[config.mk]
export PLATFORM = sky130hd
export DESIGN_NAME = fft_mag_writer
export DESIGN_NICKNAME = d
export VERILOG_FILES = /design/src/rtl/fft_mag_writer.sv
export SDC_FILE = /design/constraint.sdc
export NUM_CORES = 1
export LEC_CHECK = 0
export BUFFER_PORTS_ARGS = -buffer_cell sky130_fd_sc_hd__buf_2
export CORE_MARGIN = 2
export CORE_UTILIZATION = 52
export CTS_CLUSTER_DIAMETER = 40
export DETAILED_ROUTE_END_ITERATION = 12
export MAX_ROUTING_LAYER = met4
export PLACE_DENSITY = 0.79
export SYNTH_ARGS = -nofsm -noshare
export SYNTH_HDL_FRONTEND = slang
export SYNTH_SLANG_ARGS = --single-unit
[constraint.sdc]
create_clock -name clk -period 8.6 [get_ports clk]
set_input_delay 1.72 -clock clk [delete_from_list [all_inputs] [get_ports clk]]
set_output_delay 1.72 -clock clk [all_outputs]
set_load 0.05 [all_outputs]
[src/rtl/fft_mag_writer.sv]
`default_nettype none
// ============================================================================
// Module      : fft_mag_writer
// Description : Streams one channel's complex FFT output into squared
//               magnitudes, writes them to the bin RAM and pulses fftdone.
// Revision    : 1.0 - initial release
// ============================================================================
module fft_mag_writer #(
    parameter int NPTS = 1024,
    parameter int AW   = 10,
    parameter int IN_W = 14,
    parameter int DW   = 28
) (
    input  logic                   clk,
    input  logic                   reset,
    input  logic                   ast_valid,
    input  logic                   ast_sop,
    input  logic                   ast_eop,
    input  logic signed [IN_W-1:0] ast_real,
    input  logic signed [IN_W-1:0] ast_imag,
    input  logic                   ram_lock,
    output logic                   wren,
    output logic [AW-1:0]          wraddress,
    output logic [DW-1:0]          data,
    output logic                   fftdone,
    output logic                   frame_err,
    output logic [7:0]             drop_cnt
);

    localparam int SQ_W = 2*IN_W-1;
    localparam logic [1:0] c_IDLE  = 2'd0;
    localparam logic [1:0] c_WRITE = 2'd1;
    localparam logic [1:0] c_DROP  = 2'd2;
    localparam logic [1:0] c_FLUSH = 2'd3;
    localparam logic [AW-1:0] c_LAST = AW'(NPTS-1);

    logic [1:0]     r_state, w_state_next;
    logic [AW-1:0]  r_bin, w_idx;
    logic           w_start, w_accept, w_last_bin, w_frame_done, w_err, w_drop;

    logic                   r_v0, r_last0;
    logic [AW-1:0]          r_idx0;
    logic signed [IN_W-1:0] r_re0, r_im0;
    logic                   r_v1, r_last1, r_last2;
    logic [AW-1:0]          r_addr1;
    logic [SQ_W-1:0]        r_re_sq, r_im_sq;
    logic signed [SQ_W-1:0] w_re_prod, w_im_prod;

    always_ff @(posedge clk) begin
        if (reset) r_state <= c_IDLE;
        else       r_state <= w_state_next;
    end

    always_comb begin
        w_state_next = r_state;
        if (w_drop)
            w_state_next = c_DROP;
        else if (w_accept) begin
            if (ast_eop)         w_state_next = w_last_bin ? c_FLUSH : c_IDLE;
            else if (w_last_bin) w_state_next = c_DROP;
            else                 w_state_next = c_WRITE;
        end
        else if (r_state == c_DROP && ast_valid && ast_eop)
            w_state_next = c_IDLE;
        else if (r_state == c_FLUSH && r_last2)
            w_state_next = c_IDLE;
    end

    // FLUSH accepts a new sop like IDLE so back-to-back frames never stall.
    always_comb begin
        w_start      = ast_valid & ast_sop & ((r_state == c_IDLE) | (r_state == c_FLUSH));
        w_drop       = w_start & ram_lock;
        w_accept     = (w_start & ~ram_lock) | (ast_valid & (r_state == c_WRITE));
        w_idx        = ast_sop ? '0 : r_bin;
        w_last_bin   = (w_idx == c_LAST);
        w_frame_done = w_accept & ast_eop & w_last_bin;
        w_err        = w_accept & ((ast_sop & (r_state == c_WRITE)) | (ast_eop ^ w_last_bin));
    end

    // Squares are non-negative and below 2^(SQ_W), so the truncated product is exact.
    assign w_re_prod = SQ_W'(r_re0) * SQ_W'(r_re0);
    assign w_im_prod = SQ_W'(r_im0) * SQ_W'(r_im0);

    always_ff @(posedge clk) begin
        if (reset) begin
            r_bin     <= '0;
            r_v0      <= 1'b0;
            r_last0   <= 1'b0;
            r_idx0    <= '0;
            r_re0     <= '0;
            r_im0     <= '0;
            r_v1      <= 1'b0;
            r_last1   <= 1'b0;
            r_addr1   <= '0;
            r_re_sq   <= '0;
            r_im_sq   <= '0;
            r_last2   <= 1'b0;
            wren      <= 1'b0;
            wraddress <= '0;
            data      <= '0;
            fftdone   <= 1'b0;
            frame_err <= 1'b0;
            drop_cnt  <= '0;
        end else begin
            r_v0    <= w_accept;
            r_last0 <= w_frame_done;
            if (w_accept) begin
                r_bin  <= w_idx + AW'(1);
                r_idx0 <= w_idx;
                r_re0  <= ast_real;
                r_im0  <= ast_imag;
            end
            r_v1    <= r_v0;
            r_last1 <= r_last0;
            if (r_v0) begin
                r_addr1 <= r_idx0;
                r_re_sq <= w_re_prod;
                r_im_sq <= w_im_prod;
            end
            wren    <= r_v1;
            r_last2 <= r_last1;
            if (r_v1) begin
                wraddress <= r_addr1;
                data      <= DW'(r_re_sq) + DW'(r_im_sq);
            end
            fftdone <= r_last2;
            if (w_err)
                frame_err <= 1'b1;
            if (w_drop && drop_cnt != 8'hFF)
                drop_cnt <= drop_cnt + 8'd1;
        end
    end

endmodule
`default_nettype wire
**Word level (Yosys, flattened, before mapping)**

Cells that the tools add are included.

- Bitwise gates (word level): 14
- Multiplexer cells: 8
- Add/sub/neg operators: 3
- Equality and inequality tests: 5
- $mul: 2
- Reduce and logical (&&, ||, !) cells: 8

Operator list:

| operator | count |
|---|---|
| multiplier 14 x 14 -> 27 bit | 2 |
| adder 27 x 27 -> 28 bit | 1 |
| 2-to-1 mux 2 bit | 7 |
| adder 10 x 1 -> 10 bit (second input constant) | 1 |
| == test 10 bit (second input constant) | 1 |
| 2-to-1 mux 10 bit | 1 |
| AND 1 bit | 9 |
| adder 8 x 1 -> 8 bit (second input constant) | 1 |
| != test 8 bit (second input constant) | 1 |
| == test 2 bit (second input constant) | 2 |
| logical AND 1 bit | 4 |
| nonzero test 4 bit | 1 |
| bitwise OR 1 bit | 3 |
| nonzero test 3 bit | 1 |
| == test 2 x 1 -> 1 bit (second input constant) | 1 |
| zero test 2 bit | 1 |
| OR reduction 2 bit | 1 |
| inverter 1 bit | 1 |
| XOR 1 bit | 1 |

- Register bits after elaboration: 168
- Word-level logic and storage cells: 60
- Output and inout port bits: 49

**Depth between registers and ports, before layout**

Gate-level depths: netlist (run 1).

- Depth after elaboration: 7
- Mapped depth: 26

**Worst setup path after synthesis (run 1)**

Ideal clock, no wire load.

- Path type: flip-flop to flip-flop
- Start point: register r_im0[2]
- End point: register r_im_sq[25]
- Data arrival time: 5.950 ns
- Buffers on the path: 2
- Clock period less this slack: 6.069 ns
- Setup time: 0.120 ns
- Path slack: 2.531 ns
- Stages on the path, launching flop included: 24
- Cell sequence: dfxtp_1 clkbuf_1 clkbuf_1 nand2_1 fa_1 inv_1 fa_1 fa_1 inv_1 fa_1 inv_1 fa_1 inv_1 fa_1 inv_1 ha_1 o21a_1 o211a_1 a311o_1 a311oi_4 nor2_1 o211ai_2 nor4_1 a211o_1

- Longest elaborated chain between the ends: 1

RTL lines:

| element | RTL line | text |
|---|---|---|
| start, declared | 43 | `logic signed [IN_W-1:0] r_re0, r_im0;` |
| start signal, assigned | 111 | `r_im0 <= ast_imag;` |
| multiplier 14 x 14 -> 27 bit | 82 | `assign w_im_prod = SQ_W'(r_im0) * SQ_W'(r_im0);` |
| end signal, assigned | 118 | `r_im_sq <= w_im_prod;` |
| end, declared | 46 | `logic [SQ_W-1:0] r_re_sq, r_im_sq;` |

No other way between the ends.
A chain may end at the register's enable or synchronous reset.

**Worst setup path in the final report (run 1)**

- Start point: register r_re0[6]
- End point: register r_re_sq[23]

- Longest elaborated chain between the ends: 1

RTL lines:

| element | RTL line | text |
|---|---|---|
| start, declared | 43 |  |
| start signal, assigned | 110 | `r_re0 <= ast_real;` |
| multiplier 14 x 14 -> 27 bit | 81 | `assign w_re_prod = SQ_W'(r_re0) * SQ_W'(r_re0);` |
| end signal, assigned | 117 | `r_re_sq <= w_re_prod;` |
| end, declared | 46 |  |

No other way between the ends.

==> results of run 1 <==
worst max-delay path: stages (launching register included):
cell,delay (ps)
dfxtp_1,670
inv_1,150
nor2_1,230
inv_1,100
fa_1,520
inv_1,60
fa_1,530
inv_1,50
fa_1,490
inv_1,60
fa_1,450
fa_1,490
inv_1,50
fa_1,500
inv_1,40
ha_1,310
and4_1,210
and2_1,190
and4_1,210
a32oi_1,170
a211oi_1,430
or3_1,180
o41ai_1,70
a311o_1,350
area by class of cell:
cell class,count,area (µm²)
flip-flops and latches,166,3328
well taps,518,648.1
clock inverters,15,193.9
repair buffers,88,457.9
inverters,485,1821
fillers,3327,16830
clock buffers,17,425.4
multi-input cells,1506,14760
per-stage QoR:
stage               cells  hold slack, ps
detailed placement   2763           443.6
global placement     2763           432.8
floorplan            2239           413.8
global route         2795           459.1
CTS                  2795           457.8
finish               2795           457.6
cell families after synthesis:
family / share of synthesized area
AO/OA/AOI/OAI: 0.08887
XOR/XNOR: 0.03468
adder cells (fa/ha/maj): 0.4363
buffers and inverters: 0.1055
flip-flops: 0.1645
multiplexers: 0.03047
AND/OR/NAND/NOR: 0.1397
worst max-delay path by stage:
stage / slack (ps) / cells past startpoint / end
after CTS: 1990 / 23 / r_re_sq[23]
after global placement: 2220 / 19 / r_re_sq[23]
final: 1960 / 23 / r_re_sq[23]
after floorplan: 2530 / 23 / r_im_sq[25]
after detailed placement: 2040 / 23 / r_re_sq[23]
after global routing: 1520 / 23 / r_re_sq[23]
placed cells by master (no fill, tap or decap), drive strengths merged, types with 5 or more instances in the layout:
master / Yosys / routed
a21oi: 87 / 87
xor2: 27 / 27
a31oi: 8 / 8
nand2: 231 / 231
fa: 341 / 341
ha: 159 / 159
or2: 11 / 11
mux2i: 57 / 57
nor2: 134 / 134
clkinv: 0 / 7
nand4: 7 / 7
or3: 12 / 12
inv: 485 / 493
buf: 15 / 88
o21ai: 36 / 36
nor2b: 31 / 31
o21a: 16 / 16
nand2b: 6 / 6
o31ai: 5 / 5
o21bai: 6 / 6
and2: 79 / 79
nand3b: 10 / 10
nand3: 25 / 25
a21o: 27 / 27
o22ai: 5 / 5
a211oi: 20 / 20
dfxtp: 166 / 166
o211ai: 5 / 5
clkbuf: 67 / 17
nand4b: 5 / 5
nor3: 26 / 26
and3: 14 / 14
xnor2: 53 / 53
o311ai: 5 / 5
flip-flops by register name, indices dropped and copies added (netlist names), 2 cells and up:
signal,cells
r_re_sq,26
drop_cnt,8
r_bin,10
r_idx0,10
data,28
r_im0,14
r_state,2
r_im_sq,26
r_addr1,10
r_re0,14
wraddress,10
report_power, final:
| part | internal [mW] | switching [mW] | total, mW | leakage, nW |
|---|---|---|---|---|
| combinational | 0.109 | 0.173 | 0.282 | 9.49 |
| sequential | 0.779 | 0.0316 | 0.810 | 1.34 |
| clock | 0.400 | 0.406 | 0.806 | 0.300 |
per-layer routing:
| layer | vias up | track usage | part of all wire |
|---|---|---|---|
| met3 | 75 | 0.03871 | 0.052 |
| met4 | 0 | 0.08042 | 0.029 |
| met2 | 356 | 0.3905 | 0.51 |
| met1 | 7484 | 0.2675 | 0.40 |
| li1 | 7009 | - | - |
| met5 | - | - | 0 |
==> impl_metrics.toml, run 1 <==
[synth]
synthCells = 2239
synth_top_area_frac = 0.3379
synth_top_cell_by_area = "fa_1"
yosysSeqAreaShare = 0.1645
synth-async-reset-ratio = 0
synth-edff-count = 0
synthFlopType = "dfxtp_1"
synthTopCellsByArea = "fa_1 (34%), dfxtp_1 (16%), ha_1 (9.8%)"
synth.most_common_cell = "inv_1"
synthTopCellsByCount = "inv_1 (485), fa_1 (341), nand2_1 (231)"
ys_types = 67
yosys_warnings = 0
ys_ff_latch = 166
synth_area_um2 = 20200
syn-mean-instance-area_um2 = 9.024
syn-num-nets = 2773

[min_path]
hold_class = "reg2reg"
whs_path_depth = 1
min_to = "r_last2"
hp-start = "r_last1"

[worst_setup_path]
start_kind = "flip-flop"
crit_start = "r_re0[6]"
regToRegStartpoint = "r_re0[6]"
ff2ff_setup_slack_ps = 1960
critPathArrivalTime_ps = 6970
critPathKind = "reg2reg"
worstSetupEndpointType = "flip-flop"
worstPathMaxFanout = 15
reg2reg_to = "r_re_sq[23]"
worstPathRequired_ps = 8930
worst_r2r_path_depth = 23

[floorplanning]
start_util = 0.5252
rows = 72
coreArea_um2 = 38470
die_h_um = 201.1
io_pins = 83
die_x_um = 201.1
die-area_um2 = 40450

[power]
power.density_nw_per_um2 = 87.72
ir_worst_vdd_mv = 0.1578
p_leak_nw = 11.13
report.power.total_mw = 1.898

[timing]
rsz0062_at_grt = "no"
max_slew_margin = 0.3572
finalSetupTns_ps = 0
setup_slack_ps = 1963
slew_violations = 0
post-route-period-util = 0.7718
tightestPinTransition_ps = 964.3
max_clock_freq_mhz = 150.7
skew_ps = 15.86
finalHoldViolations = 0
finalSetupViolations = 0
period_needed_ps = 6637

[detailed_routing]
drt_iter0_markers = 783
viasPerCell = 5.340
wl_per_cell_um = 15.16
drt_first_pass_iters = 6
drc = 0
wl_um = 42360
route.vias.total = 14924
ant_nets = 0

[grt]
grt_overflow = 0
antenna_found_initial = 0
grt_max_degree = 94
grt_pass1_vias = 15989
grtUsageTotal = 0.2265
grt_pass1_wl_um = 73150

[flow_run]
cap_violations = 0

[clock_network]
ctsResizeCount = 0
cts_buffer_depth = 2
cts_tree = "done"
htreeDepth = 4
numCtsBuffers = 17
cts_root_buffer = "clkbuf_16"
clk_latency_ps = 440
cts.clk_slew.worst_paths_ps = 80
cts-hold-fix-buffers = 0
cts_setup_buffers = 0
clock-sinks = 166

[finish]
final_area_um2 = 21640
drive_gt1_frac = 0.06675
nets = 2798
synthToLayoutAreaGrowth_pct = 7.091
diodes = 0
final_util = 0.5625

[status]
status = "completed"

[place]
post_dp_cell_area_um2 = 21020
numPortBuffers = 82
place_hpwl_um = 33890
routabilityCongestion = 0.8706
pre_cts_slack_ps = 2035
Note: power is estimated with default switching activity, not from simulation.
==> run 2: changes to the inputs <==
--- a/config.mk
+++ b/config.mk
@@ -11,7 +11,7 @@
 export CTS_CLUSTER_DIAMETER = 40
 export DETAILED_ROUTE_END_ITERATION = 12
 export MAX_ROUTING_LAYER = met4
-export PLACE_DENSITY = 0.79
+export PLACE_DENSITY = 0.82
 export SYNTH_ARGS = -nofsm -noshare
 export SYNTH_HDL_FRONTEND = slang
 export SYNTH_SLANG_ARGS = --single-unit
==> constraint.sdc (replaced) <==
create_clock -name clk -period 5.7 [get_ports clk]
set_input_delay 1.14 -clock clk [delete_from_list [all_inputs] [get_ports clk]]
set_output_delay 1.14 -clock clk [all_outputs]
set_load 0.05 [all_outputs]
==> impl_metrics.toml, run 2 (synthesis results as in run 1) <==
[worst_setup_path]
worstSetupEndpointType = "flip-flop"
ff2ff_setup_slack_ps = -200
critPathArrivalTime_ps = 6200
worstPathMaxFanout = 5
critPathKind = "reg2reg"
worst_r2r_path_depth = 23
regToRegStartpoint = "r_im0[6]"
start_kind = "flip-flop"
reg2reg_to = "r_im_sq[17]"
worstPathRequired_ps = 6000

[grt]
grt_overflow = 0
grt_pass1_wl_um = 79540
grtUsageTotal = 0.2479
antenna_found_initial = 0
grt_max_degree = 112
grt_pass1_vias = 17452

[floorplanning]
rows = 72
die_x_um = 201.1
io_pins = 83
coreArea_um2 = 38470
die-area_um2 = 40450
start_util = 0.5252
die_h_um = 201.1

[detailed_routing]
viasPerCell = 5.336
route.vias.total = 16052
wl_um = 48300
drt_iter0_markers = 830
drc = 0
drt_first_pass_iters = 5
wl_per_cell_um = 16.06
ant_nets = 0

[finish]
largest-register = "data"
nets = 3011
fillers = 2978
diodes = 0
final_cell_mix = "inv_1 (454), fa_1 (325), nand2_1 (213)"
drive_gt1_frac = 0.2157
final_area_um2 = 24120
largest_register_ffs = 28
final_util = 0.6271
layout_commonest_cell = "inv_1"
synthToLayoutAreaGrowth_pct = 19.40
reg_top3 = "data (28), r_im_sq (26), r_re_sq (26)"

[clock_network]
cts_tree = "done"
numCtsBuffers = 17
cts_root_buffer = "clkbuf_16"
cts_buffer_depth = 2
clock-sinks = 166
cts-hold-fix-buffers = 0
htreeDepth = 4
cts.clk_slew.worst_paths_ps = 90
clk_latency_ps = 480

[timing]
max_slew_margin = 0.2158
slew_violations = 0
finalSetupViolations = 7
max_clock_freq_mhz = 169.6
rsz0062_at_grt = "yes"
skew_ps = 26.09
finalSetupTns_ps = -479.0
setup_slack_ps = -195.8
post-route-period-util = 1.034
tightestPinTransition_ps = 1176
finalHoldViolations = 0
period_needed_ps = 5896

[power]
p_leak_nw = 12.31
power.density_nw_per_um2 = 124.2
report.power.total_mw = 2.995
ir_worst_vdd_mv = 0.3086

[min_path]
hold_class = "reg2reg"
whs_path_depth = 2
hp-start = "r_idx0[4]"
min_to = "r_idx0[4]"

[flow_run]
cap_violations = 0

[status]
violations = "setup timing"
status = "complete, but fails checks"

[place]
pre_cts_slack_ps = -371.7
post_dp_cell_area_um2 = 22390
place_hpwl_um = 36300
numPortBuffers = 82
routabilityCongestion = 0.9175
-- run 2: cell count changes in the layout (fill, tap and decap cells not counted), sizes merged --
cell / change
inv: -3
buf: +213
clkinvlp: +2
clkinv: +1
-- run 2: worst max path at each step --
stage                  endpoint      from  depth (start not counted)
finish              r_im_sq[17]  r_im0[6]                         23
global route        r_im_sq[17]  r_im0[3]                         22
CTS                 r_im_sq[19]  r_im0[6]                         21
detailed placement  r_im_sq[26]  r_im0[2]                         19
global placement    r_im_sq[25]  r_im0[2]                         21
floorplan           r_im_sq[25]  r_im0[2]                         23
-- run 2: metal layers --
metal / up-vias / global-route usage / part of all wire
met5: - / - / 0
met3: 144 / 0.03758 / 0.054
met1: 8021 / 0.2908 / 0.39
met2: 450 / 0.4362 / 0.52
met4: 0 / 0.08201 / 0.032
li1: 7437 / - / -
-- run 2: layout make-up --
class / count / area, µm² / share of cell area
clock buffer: 17 / 425.4 / 0.01763
tap: 518 / 648.1 / 0.02687
inverter: 485 / 1833 / 0.07599
sequential: 166 / 3410 / 0.1413
timing repair buffer: 301 / 2191 / 0.09082
multi-input combinational: 1506 / 15420 / 0.6391
clock inverter: 15 / 198.9 / 0.008247
-- run 2: timing repair --
| action | 4_1_cts | 5_1_grt |
|---|---|---|
| endpoints found under the setup margin | 22 | 26 |
| pin swaps | 43 | 89 |
| resized for setup | 86 | 149 |
| gates cloned | 0 | 0 |
| buffers inserted | 22 | 24 |
-- run 2: through the flow --
stage,hold WS (ps),std cells
floorplan,413.8,2239
global placement,436.5,2932
detailed placement,424.5,2932
CTS,458.1,2986
global route,481.0,3008
finish,457.0,3008
-- run 2: worst max-delay path: stages, from the launching register on --
cell and delay, ps:
dfxtp_4 420, nand2_4 70, fa_1 530, inv_2 50, fa_1 500, fa_1 510, inv_2 40, fa_1 530
inv_1 50, fa_1 480, inv_1 50, fa_1 490, inv_2 50, ha_4 200, o21a_1 120, o211a_1 210
a311o_1 320, a311oi_4 230, buf_6 180, o21ai_4 100, buf_6 130, xor2_1 140, mux2i_1 250, nor2_1 80
-- run 2: power by group --
group | internal (mW) | total [mW] | switching, mW
combinational | 0.243 | 0.566 | 0.322
sequential | 1.17 | 1.20 | 0.0301
clock | 0.603 | 1.23 | 0.625
total | 2.02 | 2.99 | 0.978
